===== src/rtl/mem_access_ctrl_pkg.sv =====
// Shared definitions for the mem-stage load/store bus sequencer.
// funct3 encodings, FSM state encoding, error cause codes and legality helpers.
// No logic of its own; imported by mem_access_ctrl and mem_lane_fmt.
package mem_access_ctrl_pkg;

  // RISC-V load/store funct3 encodings; funct3[1:0] is the access size.
  localparam logic [2:0] F3_LB  = 3'b000;
  localparam logic [2:0] F3_LH  = 3'b001;
  localparam logic [2:0] F3_LW  = 3'b010;
  localparam logic [2:0] F3_LBU = 3'b100;
  localparam logic [2:0] F3_LHU = 3'b101;
  localparam logic [2:0] F3_SB  = 3'b000;
  localparam logic [2:0] F3_SH  = 3'b001;
  localparam logic [2:0] F3_SW  = 3'b010;

  typedef enum logic [1:0] {
    ST_IDLE = 2'd0,
    ST_BUS  = 2'd1,
    ST_RESP = 2'd2,
    ST_ERR  = 2'd3
  } state_t;

  localparam logic [1:0] CAUSE_NONE     = 2'b00;
  localparam logic [1:0] CAUSE_MISALIGN = 2'b01;
  localparam logic [1:0] CAUSE_ILLEGAL  = 2'b10;
  localparam logic [1:0] CAUSE_TIMEOUT  = 2'b11;

  // Stores only exist up to SW; loads have holes at 011, 110 and 111.
  function automatic logic f3_illegal(input logic we, input logic [2:0] f3);
    logic bad;
    if (we) bad = (f3 > F3_SW);
    else    bad = (f3 == 3'b011) || (f3 == 3'b110) || (f3 == 3'b111);
    return bad;
  endfunction

  // size is funct3[1:0]: 00 byte, 01 half, 10 word.
  function automatic logic misaligned(input logic [1:0] size, input logic [1:0] lo);
    logic bad;
    case (size)
      2'b01:   bad = lo[0];
      2'b10:   bad = (lo != 2'b00);
      default: bad = 1'b0;
    endcase
    return bad;
  endfunction

endpackage


===== src/rtl/mem_lane_fmt.sv =====
// Byte-lane formatter: byte enables, store lane replication, load extract/extend.
// Latency: purely combinational.
// Backpressure: none; outputs follow inputs.
// Ports: funct3/addr_lo select size and lane; wdata_raw/rdata_raw in, be/wdata/rdata out.
module mem_lane_fmt
  import mem_access_ctrl_pkg::*;
(
  input  logic [2:0]  funct3,
  input  logic [1:0]  addr_lo,
  input  logic [31:0] wdata_raw,
  input  logic [31:0] rdata_raw,
  output logic [3:0]  be,
  output logic [31:0] wdata,
  output logic [31:0] rdata
);

  logic [31:0] rd_shift;

  always_comb begin
    be    = 4'b1111;
    wdata = wdata_raw;
    case (funct3[1:0])
      F3_SB[1:0]: begin
        be    = 4'b0001 << addr_lo;
        wdata = {4{wdata_raw[7:0]}};
      end
      F3_SH[1:0]: begin
        be    = addr_lo[1] ? 4'b1100 : 4'b0011;
        wdata = {2{wdata_raw[15:0]}};
      end
      default: ;
    endcase

    // Bring the addressed lane down to bit 0; accesses are aligned so a
    // halfword never straddles the word.
    rd_shift = rdata_raw >> {addr_lo, 3'b000};
    rdata    = rd_shift;
    case (funct3)
      F3_LB:   rdata = {{24{rd_shift[7]}}, rd_shift[7:0]};
      F3_LH:   rdata = {{16{rd_shift[15]}}, rd_shift[15:0]};
      F3_LBU:  rdata = {24'd0, rd_shift[7:0]};
      F3_LHU:  rdata = {16'd0, rd_shift[15:0]};
      F3_LW:   rdata = rd_shift;
      default: ;
    endcase
  end

endmodule


===== src/rtl/mem_access_ctrl.sv =====
// Mem-stage load/store sequencer onto a single-outstanding req/ack data bus.
// Latency: bus_req_o one cycle after issue; writeback in the cycle after ack (min 3 cycles).
// Backpressure: stall_o holds the pipeline from issue until the access retires in RESP/ERR.
// Ports: req_* mem-stage request, reg_* writeback, bus_* data bus, err_* one-cycle error pulse.
module mem_access_ctrl #(
  parameter int unsigned TIMEOUT = 255,
  parameter int unsigned CNT_W   = 8
) (
  input  logic        clk,
  input  logic        rst,
  input  logic        req_valid_i,
  input  logic        req_we_i,
  input  logic [2:0]  req_funct3_i,
  input  logic [31:0] req_addr_i,
  input  logic [31:0] req_wdata_i,
  input  logic        reg_we_i,
  input  logic [4:0]  reg_waddr_i,
  output logic        bus_req_o,
  output logic        bus_we_o,
  output logic [31:0] bus_addr_o,
  output logic [3:0]  bus_be_o,
  output logic [31:0] bus_wdata_o,
  input  logic        bus_ack_i,
  input  logic [31:0] bus_rdata_i,
  output logic        stall_o,
  output logic        reg_we_o,
  output logic [4:0]  reg_waddr_o,
  output logic [31:0] reg_wdata_o,
  output logic        err_o,
  output logic [1:0]  err_cause_o
);
  import mem_access_ctrl_pkg::*;

  localparam logic [CNT_W-1:0] TO_LAST = CNT_W'((TIMEOUT == 0) ? 0 : TIMEOUT - 1);

  state_t            state, state_nxt;
  logic [CNT_W-1:0]  cnt;
  logic [2:0]        cur_f3;
  logic [1:0]        cur_lo;
  logic              cur_load_wb;

  logic [2:0]        fmt_f3;
  logic [1:0]        fmt_lo;
  logic [3:0]        fmt_be;
  logic [31:0]       fmt_wdata;
  logic [31:0]       fmt_rdata;
  logic              req_illegal, req_misalign, timeout_hit;

  // The formatter serves the incoming request while idle (be/wdata are
  // captured at issue) and the captured request afterwards (load extract).
  assign fmt_f3 = (state == ST_IDLE) ? req_funct3_i      : cur_f3;
  assign fmt_lo = (state == ST_IDLE) ? req_addr_i[1:0]   : cur_lo;

  mem_lane_fmt u_fmt (
    .funct3    (fmt_f3),
    .addr_lo   (fmt_lo),
    .wdata_raw (req_wdata_i),
    .rdata_raw (bus_rdata_i),
    .be        (fmt_be),
    .wdata     (fmt_wdata),
    .rdata     (fmt_rdata)
  );

  assign req_illegal  = f3_illegal(req_we_i, req_funct3_i);
  assign req_misalign = misaligned(req_funct3_i[1:0], req_addr_i[1:0]);
  assign timeout_hit  = (TIMEOUT != 0) && (cnt == TO_LAST);

  assign stall_o = ((state == ST_IDLE) && req_valid_i) || (state == ST_BUS);

  always_comb begin
    state_nxt = state;
    case (state)
      ST_IDLE: if (req_valid_i) state_nxt = (req_illegal || req_misalign) ? ST_ERR : ST_BUS;
      // Ack takes priority over a timeout landing in the same cycle.
      ST_BUS:  if (bus_ack_i)  state_nxt = ST_RESP;
               else if (timeout_hit) state_nxt = ST_ERR;
      ST_RESP: state_nxt = ST_IDLE;
      ST_ERR:  state_nxt = ST_IDLE;
      default: state_nxt = ST_IDLE;
    endcase
  end

  always_ff @(posedge clk) begin
    if (rst) begin
      state       <= ST_IDLE;
      cnt         <= '0;
      cur_f3      <= '0;
      cur_lo      <= '0;
      cur_load_wb <= 1'b0;
      bus_req_o   <= 1'b0;
      bus_we_o    <= 1'b0;
      bus_addr_o  <= '0;
      bus_be_o    <= '0;
      bus_wdata_o <= '0;
      reg_we_o    <= 1'b0;
      reg_waddr_o <= '0;
      reg_wdata_o <= '0;
      err_o       <= 1'b0;
      err_cause_o <= CAUSE_NONE;
    end else begin
      state       <= state_nxt;
      reg_we_o    <= 1'b0;
      err_o       <= 1'b0;
      err_cause_o <= CAUSE_NONE;
      case (state)
        ST_IDLE: begin
          if (req_valid_i) begin
            if (req_illegal) begin
              err_o       <= 1'b1;
              err_cause_o <= CAUSE_ILLEGAL;
            end else if (req_misalign) begin
              err_o       <= 1'b1;
              err_cause_o <= CAUSE_MISALIGN;
            end else begin
              bus_req_o   <= 1'b1;
              bus_we_o    <= req_we_i;
              bus_addr_o  <= {req_addr_i[31:2], 2'b00};
              bus_be_o    <= fmt_be;
              bus_wdata_o <= fmt_wdata;
              cur_f3      <= req_funct3_i;
              cur_lo      <= req_addr_i[1:0];
              cur_load_wb <= reg_we_i && !req_we_i;
              reg_waddr_o <= reg_waddr_i;
              cnt         <= '0;
            end
          end
        end
        ST_BUS: begin
          if (bus_ack_i) begin
            bus_req_o <= 1'b0;
            if (cur_load_wb) begin
              reg_we_o    <= 1'b1;
              reg_wdata_o <= fmt_rdata;
            end
          end else if (timeout_hit) begin
            bus_req_o   <= 1'b0;
            err_o       <= 1'b1;
            err_cause_o <= CAUSE_TIMEOUT;
          end else begin
            cnt <= cnt + 1'b1;
          end
        end
        default: ;
      endcase
    end
  end

endmodule


===== config.mk =====
export PLATFORM = sky130hd
export DESIGN_NAME = mem_access_ctrl
export DESIGN_NICKNAME = d
export VERILOG_FILES = /design/src/rtl/mem_access_ctrl_pkg.sv /design/src/rtl/mem_lane_fmt.sv /design/src/rtl/mem_access_ctrl.sv
export SDC_FILE = /design/constraint.sdc
export NUM_CORES = 1
export LEC_CHECK = 0
export BUFFER_PORTS_ARGS = -buffer_cell sky130_fd_sc_hd__buf_2
export CAP_MARGIN = 30
export CORE_MARGIN = 4
export CORE_UTILIZATION = 44
export CTS_CLUSTER_SIZE = 10
export DETAILED_ROUTE_END_ITERATION = 8
export MAX_ROUTING_LAYER = met4
export PLACE_DENSITY = 0.76
export SETUP_SLACK_MARGIN = 0.05
export SLEW_MARGIN = 20
export SYNTH_ARGS = -nofsm -noshare
export SYNTH_HDL_FRONTEND = slang
export SYNTH_SLANG_ARGS = --single-unit
export TNS_END_PERCENT = 100

===== constraint.sdc =====
create_clock -name clk -period 2.09 [get_ports clk]
set_input_delay 0.209 -clock clk [delete_from_list [all_inputs] [get_ports clk]]
set_output_delay 0.209 -clock clk [all_outputs]
set_load 0.02 [all_outputs]

==> results of run 1 <==
[report_power, final]
group | switching (mW) | internal, mW | leakage, nW
Clock | 1.11 | 1.92 | 0.287
Sequential | 0.0594 | 2.50 | 1.02
Combinational | 0.820 | 0.527 | 2.20
[layer usage]
metal / wire length [um] / vias up / GRT usage (%)
met1: 7910 / 2715 / 32.3
met4: 497 / 0 / 8.89
met5: 0 / - / -
met2: 8950 / 269 / 38.9
li1: - / 2917 / -
met3: 1380 / 40 / 5.81
[metrics by stage]
step / hold WS, ns / area, um2
2_1_floorplan: 0.345 / 5780
3_3_place_gp: 0.438 / 7180
3_5_place_dp: 0.443 / 7180
4_1_cts: 0.0180 / 7800
5_1_grt: 0.0203 / 7980
6_report: 0.0228 / 7980
[cell usage in the layout, fill, tap and decap left out, types with 5 or more instances in the layout]
cell / n
nand2_1: 130
o22ai_1: 14
dfxtp_1: 123
nor3_1: 22
a21oi_1: 77
clkbuf_16: 18
buf_2: 218
a2bb2oi_1: 8
mux2i_1: 9
ha_1: 5
a222oi_1: 8
a311oi_1: 8
nand3_1: 18
a211oi_1: 24
mux2_2: 7
buf_4: 31
a22oi_1: 7
o21ai_0: 39
nor2_1: 48
buf_12: 8
and3_1: 10
inv_1: 6
[state kept, by name, summed over array words and instances, names as in the netlist, 2 cells and up]
| register | count |
|---|---|
| cur_f3 | 3 |
| bus_wdata_o | 32 |
| cnt | 8 |
| state | 2 |
| cur_lo | 2 |
| err_cause_o | 2 |
| bus_addr_o | 30 |
| reg_waddr_o | 5 |
| reg_wdata_o | 32 |
| bus_be_o | 4 |
[cells by family after synthesis]
| group | synth area share (%) |
|---|---|
| simple gates | 21.9 |
| compound gates | 23.5 |
| flops | 43.3 |
| buf+inv | 5.59 |
| mux | 3.77 |
| fa+ha+maj | 1.08 |
| xor+xnor | 0.758 |
| other cells | 0.0649 |
[repair_timing]
item / CTS / global route
cloned: 1 / 1
pin swaps: 2 / 3
setup buffers: 0 / 4
endpoints found under the setup margin: 10 / 40
gates resized for setup: 2 / 31
[worst paths after layout]
kind | to | slack, ns
hold reg to reg | bus_wdata_o[2]$_SDFFE_PP0P_ | 0.45
hold / removal | bus_addr_o[8]$_SDFFE_PP0P_ | 0.02
setup / recovery | reg_wdata_o[31]$_SDFFE_PP0P_ | 0.01
setup reg to reg | reg_wdata_o[31]$_SDFFE_PP0P_ | 0.01
[critical path: stages, from the launching register on]
cell	delay [ns]
dfxtp_4	0.36
buf_8	0.13
or3b_4	0.41
nand2_4	0.07
mux2_4	0.32
o311ai_4	0.34
clkbuf_16	0.23
o22ai_1	0.07
[layout make-up]
cell class,count,area share (%)
Antenna cell,1,0.0314
Clock buffer,20,5.60
Clock inverter,12,2.02
Inverter,7,0.329
Multi-Input combinational cell,507,38.7
Sequential cell,125,31.4
Tap cell,172,2.70
Timing Repair Buffer,260,19.2
==> summary.md, run 1 <==
| Metric | Value |
|---|---|
| Status | `completed` |
| WHS Path Cells | `3` |
| Most frequent cell after synthesis | `nand2_1` |
| Number of CTS-inserted buffers | `17` |
| Core region area | `12700 um2` |
| Worst hold path class | `in -> reg` |
| DIE HEIGHT | `about 120 um` |
| Max-slew violation count | `0` |
| Clock Tree Buf Depth | `2` |
| Largest net degree at the start of global routing | `109` |
| Non-Filler Instances | `1104` |
| Distinct cells, synth | `between 60 and 70` |
| Fillers | `1164` |
| Post-synth top cells | `nand2_1, dfxtp_1, a21oi_1` |
| Asr flop ratio synth | `0%` |
| Cells on worst reg2reg path | `7` |
| First-pass GRT wire length | `around 29000 um` |
| Slew @ Worst Pin | `0.718 ns` |
| Synth top area share | `between 40% and 50%` |
| Setup WS pre-CTS | `0.0144 ns` |
| Total wire length | `18700 um` |
| Crit Path Class | `reg -> reg` |
| CTS HTree Levels | `4` |
| Iteration-0 DRC Markers | `607` |
| Vias per inst | `5.38` |
| Critical path origin | `state[0]$_SDFFE_PP0P_` |
| Skew-Pair Late Insertion Delay | `0.42 ns` |
| Vias in the first global route | `5577` |
| Final setup vio count | `0` |
| CP endpoint kind | `register` |
| Post-Syn Area | `5770 um2` |
| IO Port Bufs | `219` |
| Slew HR | `52.1%` |
| Fraction of layout cells with a size suffix above 1 | `36.7%` |
| Total die area | `between 15000 and 20000 um2` |
| Avg Cell Area, Syn | `8.37 um2` |
| Detailed Routing Iterations Pass 1 | `7` |
| HP Start | `req_addr_i[8]` |
| Die extent in x | `123 um` |
| GRT Overall Usage | `25.1%` |
| Std-Cell Rows | `41` |
| Fmax | `481 MHz` |
| Synth top area cells | `dfxtp_1, nand2_1, a21oi_1` |
| Ys Warns | `0` |
| Endpoints failing hold | `0` |
| Clk sink count | `~130` |
| DRC | `0` |
| Cts hold-fix bufs | `0` |
| PnR worst setup slack | `around 0.012 ns` |
| FF+latch area | `roughly 2500 um2` |
| Main synth FF type | `dfxtp_1` |
| Initial core utilization | `about 45%` |
| Worst vdd ir | `0.588 mV` |
| Dpl hpwl | `13100 um` |
| Via count | `5941` |
| Grt total ovfl | `0` |
| Synth Register Bits | `125` |
| EDFF count, synth | `0` |
| Sequential area share after synthesis | `43.3%` |
| Gpl congestion | `0.975` |
| Placed Cells | `1065` |
| Total power | `between 6 and 7 mW` |
| Area leader, netlist | `dfxtp_1` |
| Io pins | `roughly 220` |
| Nets@finish | `a little over 1000` |
| Unrepaired setup endpoints after global routing | `true` |
| Clk_skew | `roughly 0.018 ns` |
| Clk root buf | `clkbuf_16` |
| Crit path max fanout | `8` |
| Tcrit/Tclk final | `99.4%` |
| Mapped Cells | `about 700` |
| P&R area growth vs syn | `38.2%` |
| Static leakage | `around 3.5 nW` |
| TNS Setup | `0 ns` |
| CTS tree | `built` |
| Clk pin slew, worst setup/hold paths | `0.06 ns` |
| Layout Utilization | `62.7%` |
| R2R Path Start | `state[0]$_SDFFE_PP0P_` |
| Data arrival time of the worst path | `2.36 ns` |
| Mean routed wirelength per cell | `around 17 um` |
| Post-route minimum period | `2.08 ns` |
| Worst Setup Start Kind | `register` |
| Initial antenna violation count | `1` |
| Antenna-violating nets left | `0` |
| PD cells | `868 nW/um2` |
| Area of the multi-input gates | `3080 um2` |
| Max-Cap Viols | `0` |
| Critical Path RT | `2.37 ns` |
Note: power is estimated with default switching activity, not from simulation.
==> inputs of run 2 (changes only) <==
- ABC_AREA: unset -> 1
- CORE_UTILIZATION: 44 -> 50
- PLACE_DENSITY: 0.76 -> 0.81
- clock period: 2.09 -> 2.1 ns (I/O delays scaled with it)
==> run 2 against run 1 <==
Net effect:
- clock power grew 3%
- non-clock buffer count shrank 20
- global-route usage grew 1.8 points
- die area shrank 6.6%
- sequential cell count is the same
- critical path depth grew 3
==> summary.md, run 2 <==
| Metric | Value |
|---|---|
| Static leakage | `4.12 nW` |
| Status | `completed` |
| CTS tree | `built` |
| Slew HR | `around two thirds` |
| Met2 Routed Length | `~8800 um` |
| IO Port Bufs | `219` |
| Skew-Pair Late Insertion Delay | `0.42 ns` |
| Core region area | `12000 um2` |
| Uppermost layer routed | `met4` |
| Vias per inst | `5.13` |
| Max stage delay on crit path | `0.37 ns` |
| Clock Tree Buf Depth | `2` |
| Most frequent cell after synthesis | `nand2_1` |
| Initial antenna violation count | `1` |
| Asr flop ratio synth | `0%` |
| Clk root buf | `clkbuf_16` |
| PD cells | `952 nW/um2` |
| Critical Path RT | `~2.5 ns` |
| Most common cell after layout, fill and taps aside | `nand2_1` |
| Max-slew violation count | `0` |
| Sequential area share after synthesis | `approximately two fifths` |
| Io pins | `222` |
| DRC | `0` |
| Worst vdd ir | `about 0.56 mV` |
| Endpoints failing hold | `0` |
| Crit path cell chain | `nor2_4 > nand2_1 > nand2_2 > nand2_2 > buf_4 > inv_1 > nand2_1 > nand2_1 > a21oi_1 > nor2_1` |
| Gpl congestion | `0.969` |
| Cell mode on critical path | `nand2_1` |
| Critical path's top delay family | `simple AND/OR/NAND/NOR gates` |
| Metal-1 WL | `7690 um` |
| Mean routed wirelength per cell | `14.2 um` |
| Worst Setup Start Kind | `register` |
| GRT Overall Usage | `26.9%` |
| Fmax | `517 MHz` |
| First-pass GRT wire length | `roughly 30000 um` |
| Grt total ovfl | `0` |
| WP buf/inv | `2` |
| Nets@finish | `1257` |
| Mapped Cells | `between 900 and 1000` |
| FF-to-FF setup slack | `0.17 ns` |
| Post-Syn Area | `approximately 6000 um2` |
| Distinct cells, synth | `31` |
| Max-Cap Viols | `0` |
| Cts hold-fix bufs | `0` |
| Antenna-violating nets left | `0` |
| Slew @ Worst Pin | `between 0.5 and 0.6 ns` |
| Initial core utilization | `51.0%` |
| Dpl hpwl | `13400 um` |
| Synth top area share | `41.0%` |
| Ys Warns | `0` |
| TNS Setup | `0 ns` |
| Via count | `6683` |
| Clk_skew | `0.00561 ns` |
| EDFF count, synth | `0` |
| Die extent in x | `118 um` |
| PostCTS Resize Cnt | `0` |
| Largest regs | `bus_wdata_o: 32 flops, reg_wdata_o: 32 flops, bus_addr_o: 30 flops` |
| Clk sink count | `125` |
| Most frequent cells in the layout | `nand2_1, buf_2, nor2_1, dfxtp_1, a21oi_1` |
| DIE HEIGHT | `118 um` |
| Tcrit/Tclk final | `92.1%` |
| Crit Path Class | `reg -> reg` |
| Met3 WL | `between 1500 and 2000 um` |
| Total wire length | `18500 um` |
| Worst hold path class | `in -> reg` |
| Main synth FF type | `dfxtp_1` |
| Fraction of layout cells with a size suffix above 1 | `25.8%` |
| Final setup vio count | `0` |
| Vias in the first global route | `6304` |
| Unrepaired setup endpoints after global routing | `true` |
| Iteration-0 DRC Markers | `between 500 and 600` |
| Post-synth top cells | `nand2_1, nor2_1, dfxtp_1` |
| Data arrival time of the worst path | `2.28 ns` |
| Crit path max fanout | `17` |
| Setup Buffers After CTS | `0` |
| Detailed Routing Iterations Pass 1 | `5` |
| Slowest cell on crit path | `dfxtp_1` |
| Total die area | `14000 um2` |
| P&R area growth vs syn | `30.6%` |
| Std-Cell Rows | `40` |
| CP endpoint kind | `register` |
| Number of CTS-inserted buffers | `17` |
| Area leader, netlist | `dfxtp_1` |
| Clk pin slew, worst setup/hold paths | `around 0.060 ns` |
| Fillers | `1073` |
| Avg Cell Area, Syn | `6.53 um2` |
| Total power | `7.58 mW` |
| Post-route minimum period | `slightly below 2 ns` |
| Synth top area cells | `dfxtp_1, nand2_1, a21oi_1` |
| CTS HTree Levels | `4` |
| Largest net degree at the start of global routing | `70` |
| Synth Register Bits | `125` |
-- run 2: changes by cell type after synthesis, moves of 11 or more --
cell and delta:
nand2_1 +139, nor2_1 +84, inv_1 +67, nand3_1 +54, a21oi_1 +27, a211oi_1 -24, nor3_1 -21, o22ai_1 -16
nand3b_1 +13, and3_1 -11
-- run 2: where the power goes --
part | switching [mW] | internal, mW
sequential | 0.0808 | 2.51
clock | 1.08 | 2.04
combinational | 1.28 | 0.598
total | 2.44 | 5.14
-- run 2: kinds of logic (layout without fill, tap and decap cells) --
group,after synthesis,in the layout,share of synthesized area (%)
compound gates,151,151,12.5
xor+xnor,3,3,0.431
fa+ha+maj,5,5,1.03
buf+inv,130,350,9.11
flops,125,125,41.0
other cells,1,3,0.0615
simple gates,519,519,35.9
-- run 2: per-layer routing --
metal / up-vias / track usage (%)
li1: 3378 / -
met1: 2963 / 32.3
met2: 297 / 43.3
met5: - / -
met4: 0 / 10.5
met3: 45 / 6.94
-- run 2: final cells by class --
cell class,instances,area [um2],area share [%]
inverters,78,293,3.68
diodes,1,2.50,0.0314
multi-input cells,680,3060,38.5
repair buffers,240,1290,16.2
clock buffers,20,457,5.73
well taps,147,184,2.31
flip-flops and latches,125,2500,31.4
clock inverters,12,168,2.11
-- run 2: worst paths after layout --
| path | startpoint | end | cells past startpoint |
|---|---|---|---|
| setup / recovery | state[0]$_SDFFE_PP0P_ | bus_wdata_o[10]$_SDFFE_PP0P_ | 10 |
| hold / removal | req_wdata_i[14] | bus_wdata_o[14]$_SDFFE_PP0P_ | 3 |
| setup reg to reg | state[0]$_SDFFE_PP0P_ | bus_wdata_o[10]$_SDFFE_PP0P_ | 10 |
| hold reg to reg | cur_f3[2]$_SDFFE_PP0P_ | cur_f3[2]$_SDFFE_PP0P_ | 2 |
-- run 2: metrics by stage --
stage / area, um2 / cells / hold WS (ns) / setup slack, ns / utilization, %
final: 7960 / 1303 / 0.0342 / 0.167 / 66.6
after global routing: 7960 / 1303 / 0.0379 / 0.0403 / 66.6
after CTS: 7940 / 1302 / 0.0189 / 0.140 / 66.4
after detailed placement: 7320 / 1270 / 0.446 / 0.175 / 61.2
after global placement: 7320 / 1270 / 0.439 / 0.248 / 61.2
after floorplan: 6100 / 935 / 0.347 / 0.602 / -
-- run 2: tightest hold or removal path, cell delays in order --
cell and delay (ns):
buf_2 0.09, a21oi_1 0.05, nor2_1 0.07
==> inputs of run 3 (changes only) <==
- CELL_PAD_IN_SITES_DETAIL_PLACEMENT: unset -> 0
- CELL_PAD_IN_SITES_GLOBAL_PLACEMENT: unset -> 1
- CORE_UTILIZATION: 50 -> 34
==> run 3 against run 2 <==
Net effect:
- die area increased by 44%
- highest routed layer unchanged
- critical endpoint is now reg_wdata_o[13]$_SDFFE_PP0P_
- sequential cell count unchanged
- critical path type unchanged
- combinational power increased by 4%
- sequential power about the same
==> summary.md, run 3 (synthesized netlist as in run 2, its figures left out) <==
| Metric | Value |
|---|---|
| Status | `completed` |
| CTS HTree Levels | `4` |
| GRT Overall Usage | `20.8%` |
| Vias in the first global route | `about 6200` |
| Detailed Routing Iterations Pass 1 | `5` |
| Grt total ovfl | `0` |
| Vias per inst | `between 4 and 5` |
| Max-slew violation count | `0` |
| Clk pin slew, worst setup/hold paths | `0.06 ns` |
| Total die area | `20100 um2` |
| Skew-Pair Late Insertion Delay | `between 0.4 and 0.5 ns` |
| Final instance area | `8070 um2` |
| Fraction of layout cells with a size suffix above 1 | `26.1%` |
| Combinational Power Share | `25.5%` |
| Initial core utilization | `35.0%` |
| Mean routed wirelength per cell | `15.0 um` |
| Clk sink count | `~130` |
| Most frequent cells in the layout | `nand2_1, buf_2, nor2_1, dfxtp_1, a21oi_1` |
| Fin Hold WS | `0.0311 ns` |
| Non-Filler Instances | `~1400` |
| Cts hold-fix bufs | `0` |
| Post-route minimum period | `between 1.5 and 2 ns` |
| Slew @ Worst Pin | `0.552 ns` |
| PD cells | `949 nW/um2` |
| Clock Power Share | `between 40% and 50%` |
| Crit Path Class | `reg -> reg` |
| Iteration-0 DRC Markers | `about 420` |
| P&R area growth vs syn | `32.3%` |
| Number of CTS-inserted buffers | `17` |
| Critical Path RT | `approximately 2.4 ns` |
| Data arrival time of the worst path | `about 2.2 ns` |
| Io pins | `222` |
| Ant. Diodes | `0` |
| Tcrit/Tclk final | `87.8%` |
| CTS tree | `built` |
| Clk root buf | `clkbuf_16` |
| Clock Tree Buf Depth | `2` |
| Die extent in x | `approximately 140 um` |
| Largest net degree at the start of global routing | `62` |
| Initial antenna violation count | `0` |
| Placed Cells | `1352` |
| TNS Setup | `0 ns` |
| Most common cell after layout, fill and taps aside | `nand2_1` |
| Setup WS pre-CTS | `0.191 ns` |
| Static leakage | `4.14 nW` |
| Endpoints failing hold | `0` |
| First-pass GRT wire length | `32500 um` |
| Sw Share | `about a third` |
| Crit path max fanout | `16` |
| DIE HEIGHT | `142 um` |
| Gpl congestion | `approximately 0.85` |
| Internal Dissipation | `5.15 mW` |
| IO Port Bufs | `219` |
| Slew HR | `63.2%` |
| Fmax | `542 MHz` |
| Clk_skew | `0.00985 ns` |
| DRC | `0` |
| Antenna-violating nets left | `0` |
| Sequential power share | `33.8%` |
| PnR worst setup slack | `0.256 ns` |
| Nets@finish | `~1300` |
| Total wire length | `between 20000 and 25000 um` |
| Core region area | `17400 um2` |
| Worst vdd ir | `around 0.63 mV` |
| Worst Setup Start Kind | `register` |
| Sw Pwr | `roughly 2.5 mW` |
| Unrepaired setup endpoints after global routing | `false` |
| Dpl hpwl | `15100 um` |
| Layout Utilization | `46.3%` |
| Placed cell area | `between 7000 and 8000 um2` |
| Max-Cap Viols | `0` |
| Total power | `7.66 mW` |
| Final setup vio count | `0` |
| Worst hold path class | `in -> reg` |
| Largest regs | `bus_wdata_o: 32 flops, reg_wdata_o: 32 flops, bus_addr_o: 30 flops` |
| Std-Cell Rows | `48` |
| Via count | `around 6600` |
| CP endpoint kind | `register` |
==> run 3: changes by cell type in the layout (fill, tap and decap cells not counted), sizes merged <==
cell,delta
diode,-1
clkinvlp,-2
clkbuf,+1
buf,+6
clkinv,-1
inv,+1
nor2,+1
==> run 3: area by class of cell <==
cell class                      count  area [um2]
Multi-Input combinational cell    681        3050
Clock inverter                     10         164
Timing Repair Buffer              246        1330
Sequential cell                   125        2500
Clock buffer                       21         450
Tap cell                          225         282
Inverter                           78         293
Fill cell                        1879        9350
==> run 3: power groups by stage <==
| stage | clock, mW | combinational (mW) | sequential (mW) |
|---|---|---|---|
| 2_1_floorplan | 0 | 1.13 | 2.76 |
| 3_3_place_gp | 0 | 1.93 | 2.63 |
| 3_5_place_dp | 0 | 1.92 | 2.64 |
| 4_1_cts | 3.17 | 1.93 | 2.59 |
| 5_1_grt | 3.26 | 2.16 | 2.61 |
| 6_report | 3.12 | 1.95 | 2.59 |
==> run 3: metal layers <==
layer	vias up	global-route usage [%]	routed length (um)
li1	3383	-	-
met1	2938	26.9	9470
met2	208	32.4	9660
met3	25	4.50	1170
met4	0	7.12	468
met5	-	-	0
==> run 3: final timing paths <==
| path | startpoint | to | slack [ns] | cells past startpoint |
|---|---|---|---|---|
| hold reg to reg | cur_f3[2]$_SDFFE_PP0P_ | cur_f3[2]$_SDFFE_PP0P_ | 0.45 | 2 |
| setup reg to reg | state[1]$_SDFFE_PP0P_ | reg_wdata_o[13]$_SDFFE_PP0P_ | 0.26 | 11 |
| setup / recovery | state[1]$_SDFFE_PP0P_ | reg_wdata_o[13]$_SDFFE_PP0P_ | 0.26 | 11 |
| hold / removal | req_addr_i[29] | bus_addr_o[29]$_SDFFE_PP0P_ | 0.03 | 3 |
==> run 3: repair_timing <==
item / 4_1_cts / 5_1_grt
endpoints found under the setup margin: 0 / 15
gates resized for setup: 0 / 2
setup buffers: 0 / 2
==> run 3: critical path: stages, from the launching register on <==
cell and delay, ns:
dfxtp_2 0.41, inv_2 0.09, nand2_4 0.14, nand2_2 0.08
buf_4 0.20, nand3_1 0.10, nand3_1 0.10, nand3_2 0.21
buf_4 0.22, nand3_1 0.10, nand2_1 0.08, inv_1 0.03
